[config.mk]
export PLATFORM = sky130hd
export DESIGN_NAME = apb_spi_flash_ctrl
export DESIGN_NICKNAME = d
export VERILOG_FILES = /design/src/rtl/apb_spi_pkg.sv /design/src/rtl/spi_shifter.sv /design/src/rtl/apb_spi_flash_ctrl.sv
export SDC_FILE = /design/constraint.sdc
export NUM_CORES = 1
export LEC_CHECK = 0
export BUFFER_PORTS_ARGS = -buffer_cell sky130_fd_sc_hd__buf_2
export CAP_MARGIN = 40
export CORE_AREA = 3 3 106 108
export DETAILED_ROUTE_END_ITERATION = 10
export DIE_AREA = 0 0 109 111
export PLACE_DENSITY = 0.92
export SLEW_MARGIN = 20
export SYNTH_ARGS = -nofsm -noshare
export SYNTH_HDL_FRONTEND = slang
export SYNTH_SLANG_ARGS = --single-unit
[constraint.sdc]
create_clock -name p_clk -period 3.3 [get_ports p_clk]
set_input_delay 0.165 -clock p_clk [delete_from_list [all_inputs] [get_ports p_clk]]
set_output_delay 0.165 -clock p_clk [all_outputs]
set_load 0.02 [all_outputs]
[src/rtl/apb_spi_pkg.sv]
// Shared constants and FSM state encoding for the APB-to-SPI flash controller.
package apb_spi_pkg;
    localparam int APB_DW = 32;

    localparam logic [7:0] CMD_READ      = 8'h01;
    localparam logic [7:0] CMD_PROG      = 8'h02;
    localparam logic [7:0] CMD_FAST_READ = 8'h0B;

    typedef enum logic [2:0] {
        ST_IDLE  = 3'd0,
        ST_SETUP = 3'd1,
        ST_CMD   = 3'd2,
        ST_ADDR  = 3'd3,
        ST_DUMMY = 3'd4,
        ST_DATA  = 3'd5,
        ST_HOLD  = 3'd6,
        ST_DONE  = 3'd7
    } state_e;
endpackage

[src/rtl/spi_shifter.sv]
// SPI mode-0 engine: clock divider, MSB-first symbol shift-out, shift-in and symbol counting.
module spi_shifter #(
    parameter int FRAME_W = 64,
    parameter int SPI_W   = 8,
    parameter int CLK_DIV = 2,
    parameter int RX_W    = 32
) (
    input  logic               clk,
    input  logic               rst,
    input  logic               load_i,
    input  logic               en_i,
    input  logic               shift_i,
    input  logic [FRAME_W-1:0] frame_i,
    input  logic [SPI_W-1:0]   miso_i,
    output logic               tick_o,
    output logic               sym_done_o,
    output logic [7:0]         cnt_o,
    output logic [SPI_W-1:0]   mosi_o,
    output logic               sclk_o,
    output logic [RX_W-1:0]    rx_o
);
    localparam int DIV_W = (CLK_DIV > 1) ? $clog2(CLK_DIV) : 1;

    logic [DIV_W-1:0]   div_q, div_d;
    logic               half_q, half_d;
    logic [FRAME_W-1:0] sh_q, sh_d;
    logic [7:0]         cnt_q, cnt_d;
    logic [RX_W-1:0]    rx_q, rx_d;

    assign tick_o     = en_i && (div_q == DIV_W'(CLK_DIV - 1));
    assign sym_done_o = shift_i && tick_o && half_q;
    assign cnt_o      = cnt_q;
    assign mosi_o     = shift_i ? sh_q[FRAME_W-1 -: SPI_W] : '0;
    assign sclk_o     = shift_i && half_q;
    assign rx_o       = rx_q;

    always_comb begin
        div_d  = div_q;
        half_d = half_q;
        sh_d   = sh_q;
        cnt_d  = cnt_q;
        rx_d   = rx_q;
        if (load_i) begin
            div_d  = '0;
            half_d = 1'b0;
            sh_d   = frame_i;
            cnt_d  = '0;
        end else if (en_i) begin
            div_d = tick_o ? '0 : div_q + DIV_W'(1);
            if (shift_i) begin
                // miso is taken on the first high cycle, while the flash holds it stable
                if (half_q && div_q == '0)
                    rx_d = RX_W'({rx_q, miso_i});
                if (tick_o) begin
                    if (half_q) begin
                        half_d = 1'b0;
                        sh_d   = sh_q << SPI_W;
                        cnt_d  = cnt_q + 8'd1;
                    end else begin
                        half_d = 1'b1;
                    end
                end
            end
        end else begin
            div_d = '0;
        end
    end

    always_ff @(posedge clk) begin
        if (rst) begin
            div_q  <= '0;
            half_q <= 1'b0;
            sh_q   <= '0;
            cnt_q  <= '0;
            rx_q   <= '0;
        end else begin
            div_q  <= div_d;
            half_q <= half_d;
            sh_q   <= sh_d;
            cnt_q  <= cnt_d;
            rx_q   <= rx_d;
        end
    end
endmodule

[src/rtl/apb_spi_flash_ctrl.sv]
// APB slave that turns each access into one SPI flash program/read frame.
// Define APBSPI_FAST_READ_EN to issue fast-read (0x0B) with one dummy byte.
module apb_spi_flash_ctrl
    import apb_spi_pkg::*;
#(
    parameter int DATA_BYTES = 4,
    parameter int ADDR_BYTES = 3,
    parameter int SPI_W      = 8,
    parameter int CLK_DIV    = 2,
    parameter int NUM_CS     = 1
) (
    input  logic              p_clk,
    input  logic              p_reset,
    input  logic [APB_DW-1:0] p_addr,
    input  logic              p_write,
    input  logic              p_sel_x,
    input  logic              p_enable,
    input  logic [APB_DW-1:0] p_wdata,
    output logic [APB_DW-1:0] p_rdata,
    output logic              p_ready,
    output logic              p_slverr,
    output logic [SPI_W-1:0]  s_mosi,
    input  logic [SPI_W-1:0]  s_miso,
    output logic              s_clk,
    output logic [NUM_CS-1:0] s_css,
    output logic [2:0]        dbg_state
);
    localparam int SPB = 8 / SPI_W;
    localparam int AW  = ADDR_BYTES * 8;
    localparam int DW  = DATA_BYTES * 8;
`ifdef APBSPI_FAST_READ_EN
    localparam int         DUMMY_BYTES = 1;
    localparam logic [7:0] CMD_RD      = CMD_FAST_READ;
`else
    localparam int         DUMMY_BYTES = 0;
    localparam logic [7:0] CMD_RD      = CMD_READ;
`endif
    localparam int         FRAME_W   = 8 * (1 + ADDR_BYTES + DUMMY_BYTES + DATA_BYTES);
    localparam logic [7:0] END_CMD   = 8'(SPB);
    localparam logic [7:0] END_ADDR  = 8'((1 + ADDR_BYTES) * SPB);
    localparam logic [7:0] END_DUMMY = 8'((1 + ADDR_BYTES + DUMMY_BYTES) * SPB);
    localparam logic [7:0] SYM_WR    = 8'((1 + ADDR_BYTES + DATA_BYTES) * SPB);
    localparam logic [7:0] SYM_RD    = 8'((1 + ADDR_BYTES + DUMMY_BYTES + DATA_BYTES) * SPB);

    state_e            state_q, state_d;
    logic [1:0]        cs_q, cs_d;
    logic              wr_q, wr_d, err_q, err_d, abort_q, abort_d;
    logic [APB_DW-1:0] rdata_q, rdata_d;

    logic               load, active, shift, tick, sym_done, cs_bad, sclk;
    logic [7:0]         cnt, nxt_cnt;
    logic [FRAME_W-1:0] frame;
    logic [DW-1:0]      rx;
    logic [SPI_W-1:0]   mosi;
    logic               unused_bits;

    // Frames are left-aligned so the shifter always starts at the MSB; reads carry zeros after the address.
    always_comb begin
        if (p_write)
            frame = FRAME_W'({CMD_PROG, p_addr[AW-1:0], p_wdata[DW-1:0]}) << (8 * DUMMY_BYTES);
        else
            frame = FRAME_W'({CMD_RD, p_addr[AW-1:0]}) << (FRAME_W - 8 - AW);
    end

    assign cs_bad      = {1'b0, p_addr[31:30]} >= 3'(NUM_CS);
    assign active      = (state_q != ST_IDLE) && (state_q != ST_DONE);
    assign shift       = (state_q == ST_CMD) || (state_q == ST_ADDR) ||
                         (state_q == ST_DUMMY) || (state_q == ST_DATA);
    assign nxt_cnt     = cnt + 8'd1;
    assign unused_bits = ^{p_addr, p_wdata};

    spi_shifter #(
        .FRAME_W (FRAME_W),
        .SPI_W   (SPI_W),
        .CLK_DIV (CLK_DIV),
        .RX_W    (DW)
    ) u_shifter (
        .clk        (p_clk),
        .rst        (p_reset),
        .load_i     (load),
        .en_i       (active),
        .shift_i    (shift),
        .frame_i    (frame),
        .miso_i     (s_miso),
        .tick_o     (tick),
        .sym_done_o (sym_done),
        .cnt_o      (cnt),
        .mosi_o     (mosi),
        .sclk_o     (sclk),
        .rx_o       (rx)
    );

    // APB: an access is accepted when p_sel_x && p_enable in IDLE; p_ready is a single-cycle DONE pulse.
    always_comb begin
        state_d = state_q;
        cs_d    = cs_q;
        wr_d    = wr_q;
        err_d   = err_q;
        abort_d = abort_q;
        rdata_d = rdata_q;
        load    = 1'b0;
        if (active && !p_sel_x)
            abort_d = 1'b1;
        case (state_q)
            ST_IDLE: begin
                if (p_sel_x && p_enable) begin
                    cs_d    = p_addr[31:30];
                    wr_d    = p_write;
                    abort_d = 1'b0;
                    if (cs_bad) begin
                        err_d   = 1'b1;
                        state_d = ST_DONE;
                    end else begin
                        err_d   = 1'b0;
                        load    = 1'b1;
                        state_d = ST_SETUP;
                    end
                end
            end
            ST_SETUP: if (tick) state_d = ST_CMD;
            ST_CMD:   if (sym_done && nxt_cnt == END_CMD) state_d = ST_ADDR;
            ST_ADDR: begin
                if (sym_done && nxt_cnt == END_ADDR)
                    state_d = (!wr_q && DUMMY_BYTES != 0) ? ST_DUMMY : ST_DATA;
            end
            ST_DUMMY: if (sym_done && nxt_cnt == END_DUMMY) state_d = ST_DATA;
            ST_DATA: begin
                if (sym_done && nxt_cnt == (wr_q ? SYM_WR : SYM_RD))
                    state_d = ST_HOLD;
            end
            ST_HOLD: begin
                if (tick) begin
                    state_d = ST_DONE;
                    if (!wr_q && !abort_d)
                        rdata_d = APB_DW'(rx);
                end
            end
            ST_DONE: state_d = ST_IDLE;
            default: state_d = ST_IDLE;
        endcase
    end

    always_ff @(posedge p_clk) begin
        if (p_reset) begin
            state_q <= ST_IDLE;
            cs_q    <= '0;
            wr_q    <= 1'b0;
            err_q   <= 1'b0;
            abort_q <= 1'b0;
            rdata_q <= '0;
        end else begin
            state_q <= state_d;
            cs_q    <= cs_d;
            wr_q    <= wr_d;
            err_q   <= err_d;
            abort_q <= abort_d;
            rdata_q <= rdata_d;
        end
    end

    assign p_ready   = (state_q == ST_DONE);
    assign p_slverr  = p_ready && err_q;
    assign p_rdata   = rdata_q;
    assign s_mosi    = mosi;
    assign s_clk     = sclk;
    assign s_css     = active ? ~(NUM_CS'(1) << cs_q) : '1;
    assign dbg_state = state_q;
endmodule

Word level (Yosys, flattened, before mapping)
Index checks and enable logic that the tools add are counted.

Register bits after elaboration: 146. Input bits: 77. Logic and storage cells: 95.

$add $sub $neg: 2. Magnitude comparators: 1. Equal/unequal tests: 17. Shift-type cells: 1. Mux-type cells: 24. Bitwise operators: 4. Reduce and logical (&&, ||, !) cells: 35.

Operators by type and width (count): $mux 64 (5); $mux 58 (1); $mux 3 (7); $pmux 3 s7 (1); $logic_and 1x1->1 (13); $eq 3x3->1 const B (4); $reduce_and 4->1 (3); $ne 2x1->1 const B (5); $mux 1 (9); $add 8x1->8 const B (1); $eq 8x1->1 const B (1); $eq 8x3->1 const B (1); $eq 8x4->1 const B (1); $mux 8 (1); $reduce_bool 2->1 (4); $eq 3x2->1 const B (2); $reduce_and 3->1 (2); $reduce_and 6->1 (1); $not 1->1 (4); $reduce_or 2->1 (2); $reduce_or 4->1 (1); $eq 3x1->1 const B (1); $logic_not 1->1 (3); $logic_not 3->1 (1); 8 further kinds (10).

Depth between registers and ports, before layout
Gate-level depths: netlist of the first run.

Depth after elaboration: 9. Depth in mapped cells: 9. Mapped depth without buffers: 7.

Modules after synthesis
From an unflattened synthesis of the first run, not the netlist that was laid out.

Cell total of the unflattened synthesis: 815. Area, all modules: 6334.8 um^2.

By module, submodules not included: spi_shifter (instances 1, cells each 556, area an instance 4366.7 um^2, seq. area each 2122.0 um^2); apb_spi_flash_ctrl (instances 1, cells each 259, area an instance 1968.1 um^2, seq. area each 800.8 um^2).

Least setup slack after synthesis of the first run
OpenSTA, ideal clock, no wires.

Path kind: reg-to-reg. From: register u_shifter.cnt_q[1] (netlist: u_shifter.cnt_o[1]). To: register state_q[1] (netlist: dbg_state[1]). Arrival time: 2.100 ns. Setup slack: 1.109 ns. Cell stages (with the launch flop): 9. Period minus slack after synthesis: 2.191 ns. Path through: dfxtp_1 ha_1 buf_2 or4b_1 a32oi_1 o211ai_2 a2111oi_4 a31oi_1 a311oi_1.

Longest elaborated chain between the ends: 5. Elaborated cells on any way between the ends: 11.

Ends and longest elaborated chain: from (decl) (RTL line spi_shifter.sv:27) `logic [7:0] cnt_q, cnt_d;`; from (signal assigned) (RTL line spi_shifter.sv:80) `cnt_q <= cnt_d;`; $add 8x1->8 * (RTL line apb_spi_flash_ctrl.sv:69) `assign nxt_cnt = cnt + 8'd1;`; $eq 8x4->1, or another cell as far along (RTL line apb_spi_flash_ctrl.sv:128) `if (sym_done && nxt_cnt == (wr_q ? SYM_WR : SYM_RD))`; $logic_and 1x1->1 (on tied branches); $ne 2x1->1 (no line); $reduce_and 6->1 (no line) *; to (signal assigned) (RTL line apb_spi_flash_ctrl.sv:152) `state_q <= state_d;`; to (decl) (RTL line apb_spi_flash_ctrl.sv:45) `state_e state_q, state_d;`.

Mark *: on every way between the ends. The rest lies on a longest branch, timed or not. A chain may end at the register's enable or synchronous reset.

Worst setup path after layout of the first run
From: register state_q[1] (netlist: dbg_state[1]). To: register u_shifter.sh_q[38].

Longest elaborated chain between the ends: 6. Elaborated cells on any way between the ends: 19.

Ends and longest elaborated chain: $eq 3x2->1 (RTL line apb_spi_flash_ctrl.sv:67) `assign shift = (state_q == ST_CMD) || (state_q == ST_ADDR) ||`; $logic_or 1x1->1 (2 in a row) (RTL line apb_spi_flash_ctrl.sv:67); $logic_or 1x1->1 (RTL line apb_spi_flash_ctrl.sv:68) `(state_q == ST_DUMMY) || (state_q == ST_DATA);`; $reduce_bool 2->1 (no line); $reduce_and 4->1 (no line); to (signal assigned) (RTL line spi_shifter.sv:73) `sh_q <= '0;`; to (signal assigned) (RTL line spi_shifter.sv:79) `sh_q <= sh_d;`; to (decl) (RTL line spi_shifter.sv:26) `logic [FRAME_W-1:0] sh_q, sh_d;`.

Parallel ways exist; a longest one is shown, timed or not.

==> results of run 1 <==
==> synth_stat cells (all sizes together) <==
library cell / instances / area share, %
inv: 2 / 0.13
and3: 2 / 0.21
nand2b: 4 / 0.42
or3b: 1 / 0.15
a21boi: 1 / 0.13
or2: 1 / 0.10
a21oi: 98 / 8.2
mux2i: 3 / 0.50
or4b: 1 / 0.17
a21bo: 1 / 0.17
and2b: 1 / 0.13
clkbuf: 55 / 3.4
and4: 1 / 0.17
o21bai: 1 / 0.13
nand4: 2 / 0.21
a31oi: 2 / 0.21
buf: 12 / 1.0
or3: 1 / 0.10
o31ai: 1 / 0.13
xnor2: 4 / 0.58
or4: 1 / 0.13
a22oi: 1 / 0.13
a311o: 1 / 0.17
a211o: 1 / 0.15
dfxtp: 146 / 49
o32ai: 1 / 0.15
a32oi: 9 / 1.3
a311oi: 52 / 7.6
o211ai: 1 / 0.21
nor2: 56 / 3.5
xor2: 7 / 1.0
nand3b: 3 / 0.38
nand3: 5 / 0.42
and2: 13 / 1.4
ha: 2 / 0.42
and3b: 2 / 0.29
nand2: 254 / 16
a211oi: 2 / 0.25
nor3: 6 / 0.58
a41o: 1 / 0.17
a2111oi: 1 / 0.46
nor2b: 1 / 0.10
nor4: 2 / 0.21
==> timing repair <==
| item | in CTS | in global routing |
|---|---|---|
| buffers inserted | 0 | 0 |
| endpoints found under the hold margin | 66 | 0 |
| hold buffers | 84 | 0 |
| endpoints found under the setup margin | 0 | 0 |
| resized for setup | 0 | 0 |
==> worst paths after layout <==
path	startpoint	cells after the start	to
worst min-delay path	p_wdata[14]	3	u_shifter.sh_q[14]$_SDFFE_PP0P_
worst max register to register	dbg_state[1]$_SDFFE_PP0P_	6	u_shifter.sh_q[38]$_SDFFE_PP0P_
worst min register to register	u_shifter.sh_q[63]$_SDFFE_PP0P_	2	u_shifter.sh_q[63]$_SDFFE_PP0P_
worst max-delay path	dbg_state[1]$_SDFFE_PP0P_	6	u_shifter.sh_q[38]$_SDFFE_PP0P_
==> flip-flops by register name, summed over array words and instances (netlist names) <==
| signal | cells |
|---|---|
| dbg_state | 3 |
| p_rdata | 32 |
| u_shifter.rx_o | 32 |
| u_shifter.sh_q | 64 |
| wr_q | 1 |
| cs_q | 2 |
| u_shifter.half_q | 1 |
| u_shifter.div_q | 1 |
| err_q | 1 |
| u_shifter.cnt_o | 8 |
| abort_q | 1 |
==> final cells by class <==
cell class | count | area [sq um] | share of cell area, %
repair buffers | 212 | 1560 | 19.5
inverters | 2 | 7.51 | 0.0934
clock inverters | 10 | 100 | 1.25
well taps | 136 | 170 | 2.12
clock buffers | 22 | 463 | 5.76
flip-flops and latches | 146 | 2920 | 36.4
multi-input cells | 547 | 2810 | 34.9
==> through the flow <==
step / hold slack, ns / setup slack [ns] / utilization, %
3_5_place_dp: 0.413 / 0.862 / 64.2
6_report: 0.0641 / 0.255 / 77.8
4_1_cts: 0.00738 / 0.524 / 77.8
3_3_place_gp: 0.411 / 0.892 / 63.8
5_1_grt: 0.0202 / 0.182 / 77.8
2_1_floorplan: 0.301 / 1.11 / -
==> kinds of logic (layout without fill, tap and decap cells) <==
family / count (synthesis) / in the layout / share of synthesized area, %
xor gates and xnor gates: 11 / 11 / 1.61
buffers and inverters: 69 / 246 / 4.62
muxes: 3 / 3 / 0.501
AOI/OAI and AO/OA: 174 / 174 / 19.5
adders and majority gates: 2 / 2 / 0.418
DFF: 146 / 146 / 48.8
and+or+nand+nor: 357 / 357 / 24.5
==> worst reg2reg max path, stage by stage, from the launching register on <==
cell and delay [ns]:
dfxtp_1 0.70, xor2_1 0.29, and3_2 0.70, buf_12 0.29, nand2_1 0.09, a311oi_1 0.28
dlygate4sd3_1 0.63
==> report_power, final <==
part | internal (uW) | switching (uW) | total (uW)
sequential | 1850 | 123 | 1970
clock | 1070 | 734 | 1800
combinational | 302 | 391 | 693
==> metal layers <==
| layer | track usage (%) | wire length, microns |
|---|---|---|
| met5 | 0 | 0 |
| met4 | 18.5 | 1020 |
| met1 | 36.8 | 6970 |
| met3 | 6.70 | 1430 |
| met2 | 52.6 | 9400 |
==> flow_summary_export.csv, run 1 <==
group,metric,value,unit
outcome,status,"finished, final reports clean",
sta,timing.final.crit_share,92.3,%
logic_synthesis,synth_area,5990,sq um
cts,cts-root-buf,"clkbuf_8",
die,die_w,109,microns
critical_path,critPathMaxStageDelay,0.70,ns
sta,fin_setup_tns,0,ns
global_routing,gr-total-overflow,0,
cts,clk_pin_slew,0.06,ns
global_routing,grt_pass1_vias,6222,
drt,drc_errors,0,
logic_synthesis,ys_types,46,
critical_path,r2r_slack,0.26,ns
drt,vias,6413,
final_layout,drive_gt1_share,18.0,%
pwr,power_leakage,0.00306,uW
final_layout,area_growth,34.1,%
drt,wl,18800,microns
logic_synthesis,yosys_warnings,0,
critical_path,cp_num_buf_inv,2,
placement,dpl_cell_area,6630,sq um
sta,finalCriticalPeriod,3.04,ns
critical_path,worstSetupEndpointType,"flop",
die,die_h,111,microns
die,start_util,58.0,%
logic_synthesis,synth_area_per_cell,7.86,sq um
sta,rsz0062_at_grt,"false",
placement,io_buffers,117,
pwr,power_density,555,nW/um^2
final_layout,design_area,8030,sq um
drt,avgViaCountPerCell,5.97,
global_routing,antenna_found_initial,0,
sta,fin_worst_skew,0.00789,ns
logic_synthesis,syn-num-nets,841,
cts,cts_sinks,146,
sta,setup_viol,0,
global_routing,grt_util_all_layers,31.6,%
placement,dpl.cell_count,959,
cts,h-tree-depth,4,
final_layout,nFillCells,615,
cts,cts_made_buffers,17,
critical_path,crit_fanout,34,
final_layout,fin_cells,1075,
logic_synthesis,synth_cells,762,
pwr,total_power,4460,uW
placement,dp.final_hpwl,9030,microns
worst_hold_path,worstHoldPathType,"primary input to flop",
critical_path,critPathLaunchType,"flop",
die,dieArea,12100,sq um
final_layout,final_common_cell,"nand2_1",
critical_path,worstPathCellList,"xor2_1, and3_2, buf_12, nand2_1, a311oi_1, dlygate4sd3_1",
sta,hold_violations,0,
pwr,peakVddDrop,0.410,mV
die,io_pins,124,
global_routing,grt_pass1_wl,30400,microns
cts,cts_tree,"built",
drt,detail-route-antenna-nets,0,
sta,final_max_slew_viol_count,0,
die,rows,37,
critical_path,path_class,"flop to flop",
die,coreArea,10300,sq um
sta,maxSlewHeadroom,47.7,%
critical_path,path_delay_family,"buffers and inverters",
global_routing,grt_start_max_net_pins,99,
critical_path,cp.required,3.74,ns
final_layout,final_cell_mix,"nand2_1 (253), dfxtp_1 (146), buf_2 (116), a21oi_1 (98), dlygate4sd3_1 (84)",
placement,place_congestion,0.806,
final_layout,antenna_cells,0,
final_layout,layout.nets,1005,
critical_path,cpMaxStageDelayCell,"dfxtp_1",
drt,first_pass_iters,7,
logic_synthesis,ys_seq_area_share,48.8,%
job,maxCapViolations,0,
sta,worst_pin_slew,0.785,ns
sta,fmax,328,MHz
cts,clk_path_buf_depth,2,
logic_synthesis,ys_seq_elements,146,
critical_path,cp.arrival,3.49,ns
drt,wl_per_cell,17.5,microns
drt,drtIter0Drc,688,
cts,insertion_delay,0.51,ns
Note: power is estimated with default switching activity, not from simulation.
==> run 2: changes to the inputs <==
--- a/config.mk
+++ b/config.mk
@@ -11,6 +11,7 @@
 export DETAILED_ROUTE_END_ITERATION = 10
 export DIE_AREA = 0 0 109 111
 export PLACE_DENSITY = 0.92
+export REMOVE_ABC_BUFFERS = 1
 export SLEW_MARGIN = 20
 export SYNTH_ARGS = -nofsm -noshare
 export SYNTH_HDL_FRONTEND = slang
==> flow_summary_export.csv, run 2 (synthesized netlist as in run 1, its figures left out) <==
group,metric,value,unit
critical_path,cpMaxStageDelayCell,"dfxtp_1",
placement,io_buffers,117,
worst_hold_path,hold_end,"u_shifter.sh_q[12]$_SDFFE_PP0P_",
sta,worst_pin_slew,0.784,ns
final_layout,fin_cells,1058,
outcome,status,"finished, final reports clean",
critical_path,critPathMaxStageDelay,0.67,ns
sta,rsz0062_at_grt,"false",
die,die_w,109,microns
final_layout,design_area,7870,sq um
drt,first_pass_iters,8,
critical_path,path_delay_family,"simple AND/OR/NAND/NOR gates",
placement,dpl.cell_count,960,
cts,cts_made_buffers,17,
sta,fmax,360,MHz
sta,final_max_slew_viol_count,0,
critical_path,critPathLaunchType,"flop",
critical_path,crit_fanout,26,
die,dieArea,12100,sq um
final_layout,area_growth,31.4,%
global_routing,grt_start_max_net_pins,99,
worst_hold_path,min_from,"p_wdata[12]",
drt,drtIter0Drc,482,
critical_path,r2r_start,"dbg_state[1]$_SDFFE_PP0P_",
die,coreArea,10300,sq um
drt,drc_errors,0,
critical_path,cp.required,3.72,ns
die,start_util,58.0,%
pwr,power_density,580,nW/um^2
critical_path,worstSetupEndpointType,"flop",
critical_path,worst_r2r_path_depth,5,
critical_path,cp.arrival,3.19,ns
job,maxCapViolations,0,
final_layout,regMostFlops,"u_shifter.sh_q",
drt,wl_per_cell,16.3,microns
global_routing,grt_pass1_wl,27800,microns
critical_path,path_class,"flop to flop",
critical_path,worstPathCellList,"xor2_1, and3_2, buf_4, nand2_1, a311oi_1",
final_layout,antenna_cells,0,
sta,timing.final.crit_share,84.1,%
global_routing,gr-total-overflow,0,
global_routing,grt_util_all_layers,28.5,%
final_layout,largest_reg_flops,64,
final_layout,final_common_cell,"nand2_1",
worst_hold_path,worstHoldPathType,"primary input to flop",
sta,hold_violations,0,
final_layout,final_cell_mix,"nand2_1 (253), dfxtp_1 (146), buf_2 (116), a21oi_1 (98), dlygate4sd3_1 (65)",
placement,dpl_cell_area,6590,sq um
sta,finalCriticalPeriod,2.78,ns
sta,fin_worst_skew,0.00967,ns
cts,clk_path_buf_depth,2,
final_layout,layout.nets,988,
cts,post_cts_buffers,0,
sta,setup_viol,0,
worst_hold_path,hold-path-cell-count,3,
final_layout,drive_gt1_share,18.7,%
critical_path,worstReg2RegEnd,"u_shifter.sh_q[12]$_SDFFE_PP0P_",
cts,h-tree-depth,4,
pwr,peakVddDrop,0.351,mV
die,io_pins,124,
placement,place_congestion,0.855,
cts,cts-root-buf,"clkbuf_8",
cts,cts_sinks,146,
cts,insertion_delay,0.53,ns
drt,avgViaCountPerCell,5.75,
drt,wl,17300,microns
cts,cts_tree,"built",
critical_path,cp_num_buf_inv,1,
die,rows,37,
cts,clk_pin_slew,0.07,ns
drt,vias,6085,
sta,maxSlewHeadroom,47.7,%
placement,dp.final_hpwl,8700,microns
global_routing,grt_pass1_vias,5752,
drt,detail-route-antenna-nets,0,
global_routing,antenna_found_initial,0,
pwr,power_leakage,0.00297,uW
die,die_h,111,microns
critical_path,r2r_slack,0.52,ns
-- run 2: routing by layer --
layer / GRT usage [%] / share of wire, %
met1: 33.4 / 39
met2: 48.0 / 49
met3: 6.70 / 8.0
met4: 13.9 / 3.8
met5: 0 / 0
-- run 2: worst reg2reg max path: stages (launching register included) --
cell and delay, ns:
dfxtp_1 0.67, xor2_1 0.58, and3_2 0.65, buf_4 0.32, nand2_1 0.11, a311oi_1 0.34
-- run 2: layout make-up --
type,count,area (sq um)
Clock buffer,21,459
Sequential cell,146,2920
Timing Repair Buffer,195,1360
Multi-Input combinational cell,547,2810
Fill cell,701,2450
Tap cell,136,170
Inverter,2,7.51
Clock inverter,11,151
-- run 2: report_power, final --
group	switching, uW	leakage, uW	internal, uW	total, uW
Clock	756	0.000299	1220	1980
Combinational	355	0.00149	281	636
Sequential	108	0.00118	1850	1950
-- run 2: per-stage QoR --
stage / setup WS, ns / hold WS (ns) / setup TNS (ns) / util [%] / power [uW]
after global placement: 0.737 / 0.408 / 0 / 63.7 / 2520
after global routing: 0.291 / 0.0384 / 0 / 76.3 / 4720
after floorplan: -0.324 / 0.234 / -10.34 / - / 2310
after detailed placement: 0.639 / 0.413 / 0 / 63.9 / 2530
after CTS: 0.601 / 0.0111 / 0 / 76.1 / 4540
final: 0.523 / 0.0515 / 0 / 76.3 / 4570
-- run 2: worst max-delay path by stage --
| stage | from | endpoint | slack [ns] | depth (start not counted) |
|---|---|---|---|---|
| after detailed placement | dbg_state[1]$_SDFFE_PP0P_ | u_shifter.sh_q[12]$_SDFFE_PP0P_ | 0.64 | 5 |
| after CTS | dbg_state[1]$_SDFFE_PP0P_ | u_shifter.sh_q[12]$_SDFFE_PP0P_ | 0.60 | 5 |
| after global routing | dbg_state[1]$_SDFFE_PP0P_ | u_shifter.sh_q[12]$_SDFFE_PP0P_ | 0.29 | 5 |
| after floorplan | dbg_state[1]$_SDFFE_PP0P_ | u_shifter.cnt_o[7]$_SDFFE_PP0P_ | -0.32 | 6 |
| final | dbg_state[1]$_SDFFE_PP0P_ | u_shifter.sh_q[12]$_SDFFE_PP0P_ | 0.52 | 5 |
| after global placement | dbg_state[1]$_SDFFE_PP0P_ | u_shifter.sh_q[44]$_SDFFE_PP0P_ | 0.74 | 5 |
-- run 2: what timing repair did --
item                                   in CTS  in global routing
hold buffers                               65                  0
endpoints found under the hold margin      65                  0
gates resized for setup                     0                  0
